## config.mk

```make
export PLATFORM = sky130hd
export DESIGN_NAME = display_tempo
export DESIGN_NICKNAME = d
export VERILOG_FILES = /design/src/rtl/display_tempo_pkg.sv /design/src/rtl/display_tempo_bin_mmss.sv /design/src/rtl/display_tempo.sv
export SDC_FILE = /design/constraint.sdc
export NUM_CORES = 1
export LEC_CHECK = 0
export CAP_MARGIN = 20
export CORE_UTILIZATION = 40
export DETAILED_ROUTE_END_ITERATION = 8
export PLACE_DENSITY = 0.55
export SYNTH_ARGS = -nofsm -noshare
export SYNTH_HDL_FRONTEND = slang
export SYNTH_SLANG_ARGS = --single-unit
```

## constraint.sdc

```tcl
create_clock -name clk -period 2.4 [get_ports clk]
set_clock_uncertainty 0.05 [all_clocks]
set_input_delay 0.6 -clock clk [delete_from_list [all_inputs] [get_ports clk]]
set_output_delay 0.6 -clock clk [all_outputs]
set_load 0.05 [all_outputs]
```

## src/rtl/display_tempo_pkg.sv

```systemverilog
// Shared definitions for the MM:SS 7-segment display path: limits,
// segment patterns, converter states and the BCD time bundle.
package display_tempo_pkg;

  localparam int unsigned MAX_SEC = 5999;

  // Segment patterns are gfedcba, active-low.
  localparam logic [6:0] SEG_DASH  = 7'b0111111;
  localparam logic [6:0] SEG_BLANK = 7'b1111111;

  typedef enum logic [1:0] {
    ST_IDLE,
    ST_MIN,
    ST_TENS,
    ST_DONE
  } conv_state_e;

  typedef struct packed {
    logic [3:0] min_t;
    logic [3:0] min_u;
    logic [3:0] sec_t;
    logic [3:0] sec_u;
  } bcd_time_t;

  function automatic logic [6:0] seg_decode(input logic [3:0] digit);
    logic [6:0] pattern;
    case (digit)
      4'd0:    pattern = 7'b1000000;
      4'd1:    pattern = 7'b1111001;
      4'd2:    pattern = 7'b0100100;
      4'd3:    pattern = 7'b0110000;
      4'd4:    pattern = 7'b0011001;
      4'd5:    pattern = 7'b0010010;
      4'd6:    pattern = 7'b0000010;
      4'd7:    pattern = 7'b1111000;
      4'd8:    pattern = 7'b0000000;
      4'd9:    pattern = 7'b0010000;
      default: pattern = SEG_BLANK;
    endcase
    return pattern;
  endfunction

endpackage

```

## src/rtl/display_tempo_bin_mmss.sv

```systemverilog
// Sequential binary-seconds to MM:SS BCD converter using repeated
// subtraction; emits a one-cycle valid pulse with a complete digit set.
module display_tempo_bin_mmss
  import display_tempo_pkg::*;
#(
  parameter int SEC_W = 13
) (
  input  logic             clk,
  input  logic             rst,
  input  logic [SEC_W-1:0] segundos,
  output bcd_time_t        bcd,
  output logic             overflow,
  output logic             valid,
  output logic             captured_zero
);

  conv_state_e      state_q, state_d;
  logic [SEC_W-1:0] work_q, work_d;
  logic [SEC_W-1:0] latched_q, latched_d;
  logic [SEC_W-1:0] captured_q, captured_d;
  logic             cap_valid_q, cap_valid_d;
  logic [6:0]       min_q, min_d;
  logic [3:0]       min_t_q, min_t_d;
  logic [3:0]       sec_t_q, sec_t_d;
  logic             ovf_q, ovf_d;
  logic             min_small, sec_small;

  always_comb begin
    // NOTE: every always_comb output gets a default first so no path can infer a latch.
    state_d     = state_q;
    work_d      = work_q;
    latched_d   = latched_q;
    captured_d  = captured_q;
    cap_valid_d = cap_valid_q;
    min_d       = min_q;
    min_t_d     = min_t_q;
    sec_t_d     = sec_t_q;
    ovf_d       = ovf_q;
    valid       = 1'b0;
    min_small   = (min_q < 7'd10);
    sec_small   = (work_q < SEC_W'(10));

    case (state_q)
      ST_IDLE: begin
        if (!cap_valid_q || (segundos != captured_q)) begin
          latched_d = segundos;
          work_d    = segundos;
          min_d     = 7'd0;
          min_t_d   = 4'd0;
          sec_t_d   = 4'd0;
          ovf_d     = (32'(segundos) > MAX_SEC);
          state_d   = (32'(segundos) > MAX_SEC) ? ST_DONE : ST_MIN;
        end
      end
      ST_MIN: begin
        if (work_q >= SEC_W'(60)) begin
          work_d = work_q - SEC_W'(60);
          min_d  = min_q + 7'd1;
        end else begin
          state_d = ST_TENS;
        end
      end
      ST_TENS: begin
        // Minutes and seconds are split concurrently; exit once both are single digits.
        if (!min_small) begin
          min_d   = min_q - 7'd10;
          min_t_d = min_t_q + 4'd1;
        end
        if (!sec_small) begin
          work_d  = work_q - SEC_W'(10);
          sec_t_d = sec_t_q + 4'd1;
        end
        if (min_small && sec_small) state_d = ST_DONE;
      end
      default: begin
        valid       = 1'b1;
        captured_d  = latched_q;
        cap_valid_d = 1'b1;
        state_d     = ST_IDLE;
      end
    endcase
  end

  // NOTE: sequential state uses non-blocking assignments so all flops update together.
  always_ff @(posedge clk) begin
    // NOTE: the synchronous reset clears every register, including datapath, so an
    // interrupted conversion can never leak partial digits after reset.
    if (rst) begin
      state_q     <= ST_IDLE;
      work_q      <= '0;
      latched_q   <= '0;
      captured_q  <= '0;
      cap_valid_q <= 1'b0;
      min_q       <= '0;
      min_t_q     <= '0;
      sec_t_q     <= '0;
      ovf_q       <= 1'b0;
    end else begin
      state_q     <= state_d;
      work_q      <= work_d;
      latched_q   <= latched_d;
      captured_q  <= captured_d;
      cap_valid_q <= cap_valid_d;
      min_q       <= min_d;
      min_t_q     <= min_t_d;
      sec_t_q     <= sec_t_d;
      ovf_q       <= ovf_d;
    end
  end

  assign bcd           = '{min_t: min_t_q, min_u: min_q[3:0], sec_t: sec_t_q, sec_u: work_q[3:0]};
  assign overflow      = ovf_q;
  assign captured_zero = cap_valid_q && (captured_q == '0);

endmodule

```

## src/rtl/display_tempo.sv

```systemverilog
// MM:SS multiplexed 4-digit 7-segment driver: scan divider, blink timer,
// atomic display registers fed by the iterative BCD converter.
module display_tempo
  import display_tempo_pkg::*;
#(
  parameter int CLK_HZ   = 50_000_000,
  parameter int SCAN_HZ  = 1000,
  parameter int BLINK_HZ = 2,
  parameter int SEC_W    = 13
) (
  input  logic             clk,
  input  logic             rst,
  input  logic [SEC_W-1:0] segundos,
  input  logic             sel,
  output logic [3:0]       an,
  output logic [6:0]       seg,
  output logic             dp,
  output logic             overflow
);

  localparam int SCAN_DIV  = CLK_HZ / (4 * SCAN_HZ);
  localparam int BLINK_DIV = CLK_HZ / BLINK_HZ;
  localparam int SCAN_W    = (SCAN_DIV > 1) ? $clog2(SCAN_DIV) : 1;
  localparam int BLINK_W   = (BLINK_DIV > 1) ? $clog2(BLINK_DIV) : 1;

  logic [SCAN_W-1:0]  scan_cnt_q, scan_cnt_d;
  logic [BLINK_W-1:0] blink_cnt_q, blink_cnt_d;
  logic [1:0]         idx_q, idx_d;
  bcd_time_t          disp_q, disp_d;
  logic               disp_ovf_q, disp_ovf_d;
  logic [3:0]         an_q, an_d;
  logic [6:0]         seg_q, seg_d;
  logic               dp_q, dp_d;

  bcd_time_t conv_bcd;
  logic      conv_ovf, conv_valid, captured_zero;
  logic      blank;
  logic [3:0] digit;

  display_tempo_bin_mmss #(.SEC_W(SEC_W)) u_bin_mmss (
    .clk          (clk),
    .rst          (rst),
    .segundos     (segundos),
    .bcd          (conv_bcd),
    .overflow     (conv_ovf),
    .valid        (conv_valid),
    .captured_zero(captured_zero)
  );

  always_comb begin
    scan_cnt_d  = (scan_cnt_q == SCAN_W'(SCAN_DIV - 1)) ? '0 : scan_cnt_q + SCAN_W'(1);
    idx_d       = (scan_cnt_q == SCAN_W'(SCAN_DIV - 1)) ? idx_q - 2'd1 : idx_q;
    blink_cnt_d = (blink_cnt_q == BLINK_W'(BLINK_DIV - 1)) ? '0 : blink_cnt_q + BLINK_W'(1);
    disp_d      = conv_valid ? conv_bcd : disp_q;
    disp_ovf_d  = conv_valid ? conv_ovf : disp_ovf_q;

    case (idx_q)
      2'd3:    digit = disp_q.min_t;
      2'd2:    digit = disp_q.min_u;
      2'd1:    digit = disp_q.sec_t;
      default: digit = disp_q.sec_u;
    endcase

    // Expired timer: second half of each blink period is dark.
    blank = sel && captured_zero && (blink_cnt_q >= BLINK_W'(BLINK_DIV / 2));
    an_d  = blank ? 4'b1111 : ~(4'b0001 << idx_q);
    seg_d = blank ? SEG_BLANK : (disp_ovf_q ? SEG_DASH : seg_decode(digit));
    dp_d  = !((idx_q == 2'd2) && !blank);
  end

  always_ff @(posedge clk) begin
    if (rst) begin
      scan_cnt_q  <= '0;
      blink_cnt_q <= '0;
      idx_q       <= 2'd3;
      disp_q      <= '0;
      disp_ovf_q  <= 1'b0;
      an_q        <= 4'b1111;
      seg_q       <= SEG_BLANK;
      dp_q        <= 1'b1;
    end else begin
      scan_cnt_q  <= scan_cnt_d;
      blink_cnt_q <= blink_cnt_d;
      idx_q       <= idx_d;
      disp_q      <= disp_d;
      disp_ovf_q  <= disp_ovf_d;
      an_q        <= an_d;
      seg_q       <= seg_d;
      dp_q        <= dp_d;
    end
  end

  assign an       = an_q;
  assign seg      = seg_q;
  assign dp       = dp_q;
  assign overflow = disp_ovf_q;

endmodule

```

==> results.json <==
{
  "met1_usage": 0.2693,
  "r2r_slack_ns": 0.14,
  "clk_pin_slew_ns": 0.06,
  "grt_use_total": 0.2042,
  "dieHeight_um": 129.3,
  "grt_pass1_wl_mm": 26.63,
  "yosysTopAreaCellShare": 0.3952,
  "yosys.area.top_type": "dfxtp_1",
  "io_pins": 29,
  "totalWireLength_mm": 16.06,
  "timing.rr.end": "u_bin_mmss.sec_t_q[2]",
  "syn_to_final_growth_pct": 22.25,
  "async_flop_share": 0,
  "grt_util_met2": 0.3292,
  "postCtsSetupBuffers": 0,
  "min-delay-start": "scan_cnt_q[0]",
  "cts_tree": "built",
  "busiest_layer": "met2",
  "coreArea_um2": 15830,
  "synth-seq-cells": 128,
  "cts_made_buffers": 17,
  "min_period_ns": 2.317,
  "setup_viol": 0,
  "wire_per_inst_um": 15.60,
  "rows": 46,
  "clkSinkCount": 128,
  "syn_inst": 743,
  "hold_viol": 0,
  "drive_gt1_frac": 0.1267,
  "drv_slew": 0,
  "final_area_um2": 7926,
  "grt_max_degree": 39,
  "arrival_ns": 2.62,
  "slowest_stage": "or4b_2",
  "outcome": "finished, final reports clean",
  "syn_nets": 786,
  "initial_core_util": 0.4096,
  "worstPathMaxFanout": 8,
  "cts-root-buf": "clkbuf_16",
  "synthDistinctLibCells": 68,
  "end_kind": "register",
  "cp_num_buf_inv": 3,
  "ys_seq_area_frac": 0.3952,
  "die_w_um": 129.3,
  "cts_hold_buf": 0,
  "hold_class": "register to register",
  "yosys-top-cells-area": "dfxtp_1 40%, mux2i_1 6.9%, nor2_1 6.5%",
  "use_met3": 0.04335,
  "reg2regPathDepth": 7,
  "place_congestion": 0.8407,
  "grt_overflow": 0,
  "worstReg2RegStart": "u_bin_mmss.work_q[9]",
  "synth_ff_type": "dfxtp_1",
  "place_area_um2": 7274,
  "cts_resized": 4,
  "cts_buffer_depth": 2,
  "drt_iter0_markers": 331,
  "postSynthAreaPerCell_um2": 8.726,
  "dp.final_hpwl_mm": 11.46,
  "first_pass_iters": 7,
  "path_class": "primary input to register",
  "maxCapViolations": 0,
  "grt_antenna_before_repair": 0,
  "hold_slack_ns": 0.3937,
  "viasPerCell": 5.469,
  "power.leakage_nw": 3.053,
  "antennaDiodeCount": 0,
  "startpoint": "segundos[3]",
  "clock_latency_ns": 0.42,
  "dieArea_um2": 16720,
  "grt_pass1_vias": 5400,
  "peakVddDrop_mv": 0.5269,
  "drc": 0,
  "synth_edf_count": 0,
  "required_ns": 2.70,
  "fin_crit_sh": 0.9652,
  "htreeDepth": 4,
  "power.density_nw_per_um2": 960.7,
  "antenna_left": 0,
  "relSlewSlack": 0.5268,
  "holdPathEnd": "scan_cnt_q[0]",
  "synth_warnings": 0,
  "port_buffers": 28,
  "layout.nets": 844,
  "crit_chain": "clkdlybuf4s50_1 > xor2_2 > nor4_2 > buf_4 > nand2_1 > o21ai_4 > buf_12 > or4b_2 > a21oi_2",
  "vias": 5628,
  "cp_top_family": "buffers and inverters",
  "fmax_ghz": 0.4317,
  "whs_path_depth": 1,
  "start_kind": "primary input",
  "max_stage_delay_ns": 0.62,
  "syn_area_um2": 6484,
  "tightest_slew_ns": 0.7039
}
==> where the power goes <==
group / switching (mW) / total [mW] / leakage [nW] / internal [mW]
Combinational: 1.38 / 2.41 / 1.72 / 1.03
Clock: 0.991 / 2.62 / 0.291 / 1.63
Sequential: 0.241 / 2.58 / 1.04 / 2.34
==> area by class of cell <==
type                            count  area [um^2]
Inverter                           28        105.1
Clock buffer                       18        429.2
Timing Repair Buffer               78        703.2
Fill cell                        1505         7901
Sequential cell                   128         2564
Tap cell                          216        270.3
Multi-Input combinational cell    548         3694
Clock inverter                     13        161.4
==> stage by stage <==
stage	setup WS [ns]	utilization	TNS [ns]	power (mW)	std cells
CTS	0.01865	0.4978	0	7.613	1029
global route	-0.005877	0.5008	-0.005877	8.029	1029
finish	0.08345	0.5008	0	7.615	1029
floorplan	0.1173	-	0	4.170	743
global placement	-0.4609	0.4596	-19.81	4.936	998
detailed placement	-0.4979	0.4596	-21.28	4.972	998
==> cells in the final DEF, fill, tap and decap left out, types with 9 or more instances in the layout <==
cell               n
a21oi_1           34
and3_1            13
buf_4             46
clkbuf_16         17
clkdlybuf4s50_1   26
dfxtp_1          127
ha_1              26
inv_1             26
mux2i_1           45
nand2_1           48
nand3_1           27
nand4_1           21
nor2_1           112
nor4_1             9
o21ai_0           21
o31ai_1           10
xnor2_1           23
xor2_1            32
==> Yosys cell counts (3+ instances only) <==
| cell type | number |
|---|---|
| o22ai_1 | 7 |
| o2111ai_1 | 3 |
| o311ai_0 | 5 |
| nand4_1 | 21 |
| dfxtp_1 | 128 |
| nor3_1 | 6 |
| or4_1 | 8 |
| o21a_1 | 3 |
| o221ai_1 | 6 |
| nand3_1 | 27 |
| or3_1 | 5 |
| nor2_1 | 112 |
| mux2i_1 | 45 |
| nor4b_1 | 7 |
| ha_1 | 27 |
| nor2b_1 | 5 |
| o21ai_0 | 23 |
| a22oi_1 | 4 |
| and3_1 | 13 |
| and4_1 | 7 |
| o41ai_1 | 4 |
| xor2_1 | 33 |
| nand2_1 | 48 |
| a222oi_1 | 3 |
| o211ai_1 | 6 |
| nor4_1 | 11 |
| clkbuf_1 | 26 |
| buf_2 | 8 |
| o21ai_1 | 3 |
| inv_1 | 26 |
| a21oi_1 | 35 |
| xnor2_1 | 23 |
| o31ai_1 | 10 |
| a31oi_1 | 3 |
==> worst max-delay path by stage <==
stage                                           to  slack [ns]  depth (start not counted)
after floorplan           u_bin_mmss.latched_q[10]        0.12                          8
after global placement       u_bin_mmss.state_q[0]       -0.46                          7
after detailed placement   u_bin_mmss.latched_q[5]       -0.50                          8
after CTS                  u_bin_mmss.latched_q[0]        0.02                          8
after global routing          u_bin_mmss.work_q[0]      -0.006                          9
final                         u_bin_mmss.work_q[0]        0.08                          9
==> kinds of logic (layout without fill, tap and decap cells) <==
family	Yosys count	in the layout	synth area share
multiplexers	46	46	0.07121
AO/OA/AOI/OAI	139	139	0.1470
flip-flops	128	128	0.3952
XOR/XNOR	56	56	0.07565
AND/OR/NAND/NOR	280	280	0.2144
adder cells (fa/ha/maj)	27	27	0.05210
buffers and inverters	67	137	0.04438
==> metal layers <==
layer  up-vias  wire [um]  share of wire
met5         -          0              0
met4         0        222          0.014
met3        15        692          0.043
met2       128       7538           0.47
met1      2689       7603           0.47
li1       2796          -              -
==> sequential cells by signal, summed over array words and instances (netlist names) <==
| register | flops |
|---|---|
| u_bin_mmss.sec_t_q | 4 |
| u_bin_mmss.state_q | 2 |
| u_bin_mmss.min_t_q | 4 |
| an | 4 |
| u_bin_mmss.min_q | 7 |
| u_bin_mmss.work_q | 13 |
| idx_q | 2 |
| u_bin_mmss.latched_q | 13 |
| overflow | 1 |
| disp_q | 16 |
| blink_cnt_q | 25 |
| seg | 7 |
| u_bin_mmss.captured_q | 13 |
| u_bin_mmss.cap_valid_q | 1 |
| u_bin_mmss.overflow | 1 |
| dp | 1 |
| scan_cnt_q | 14 |
Note: power is estimated with default switching activity, not from simulation.
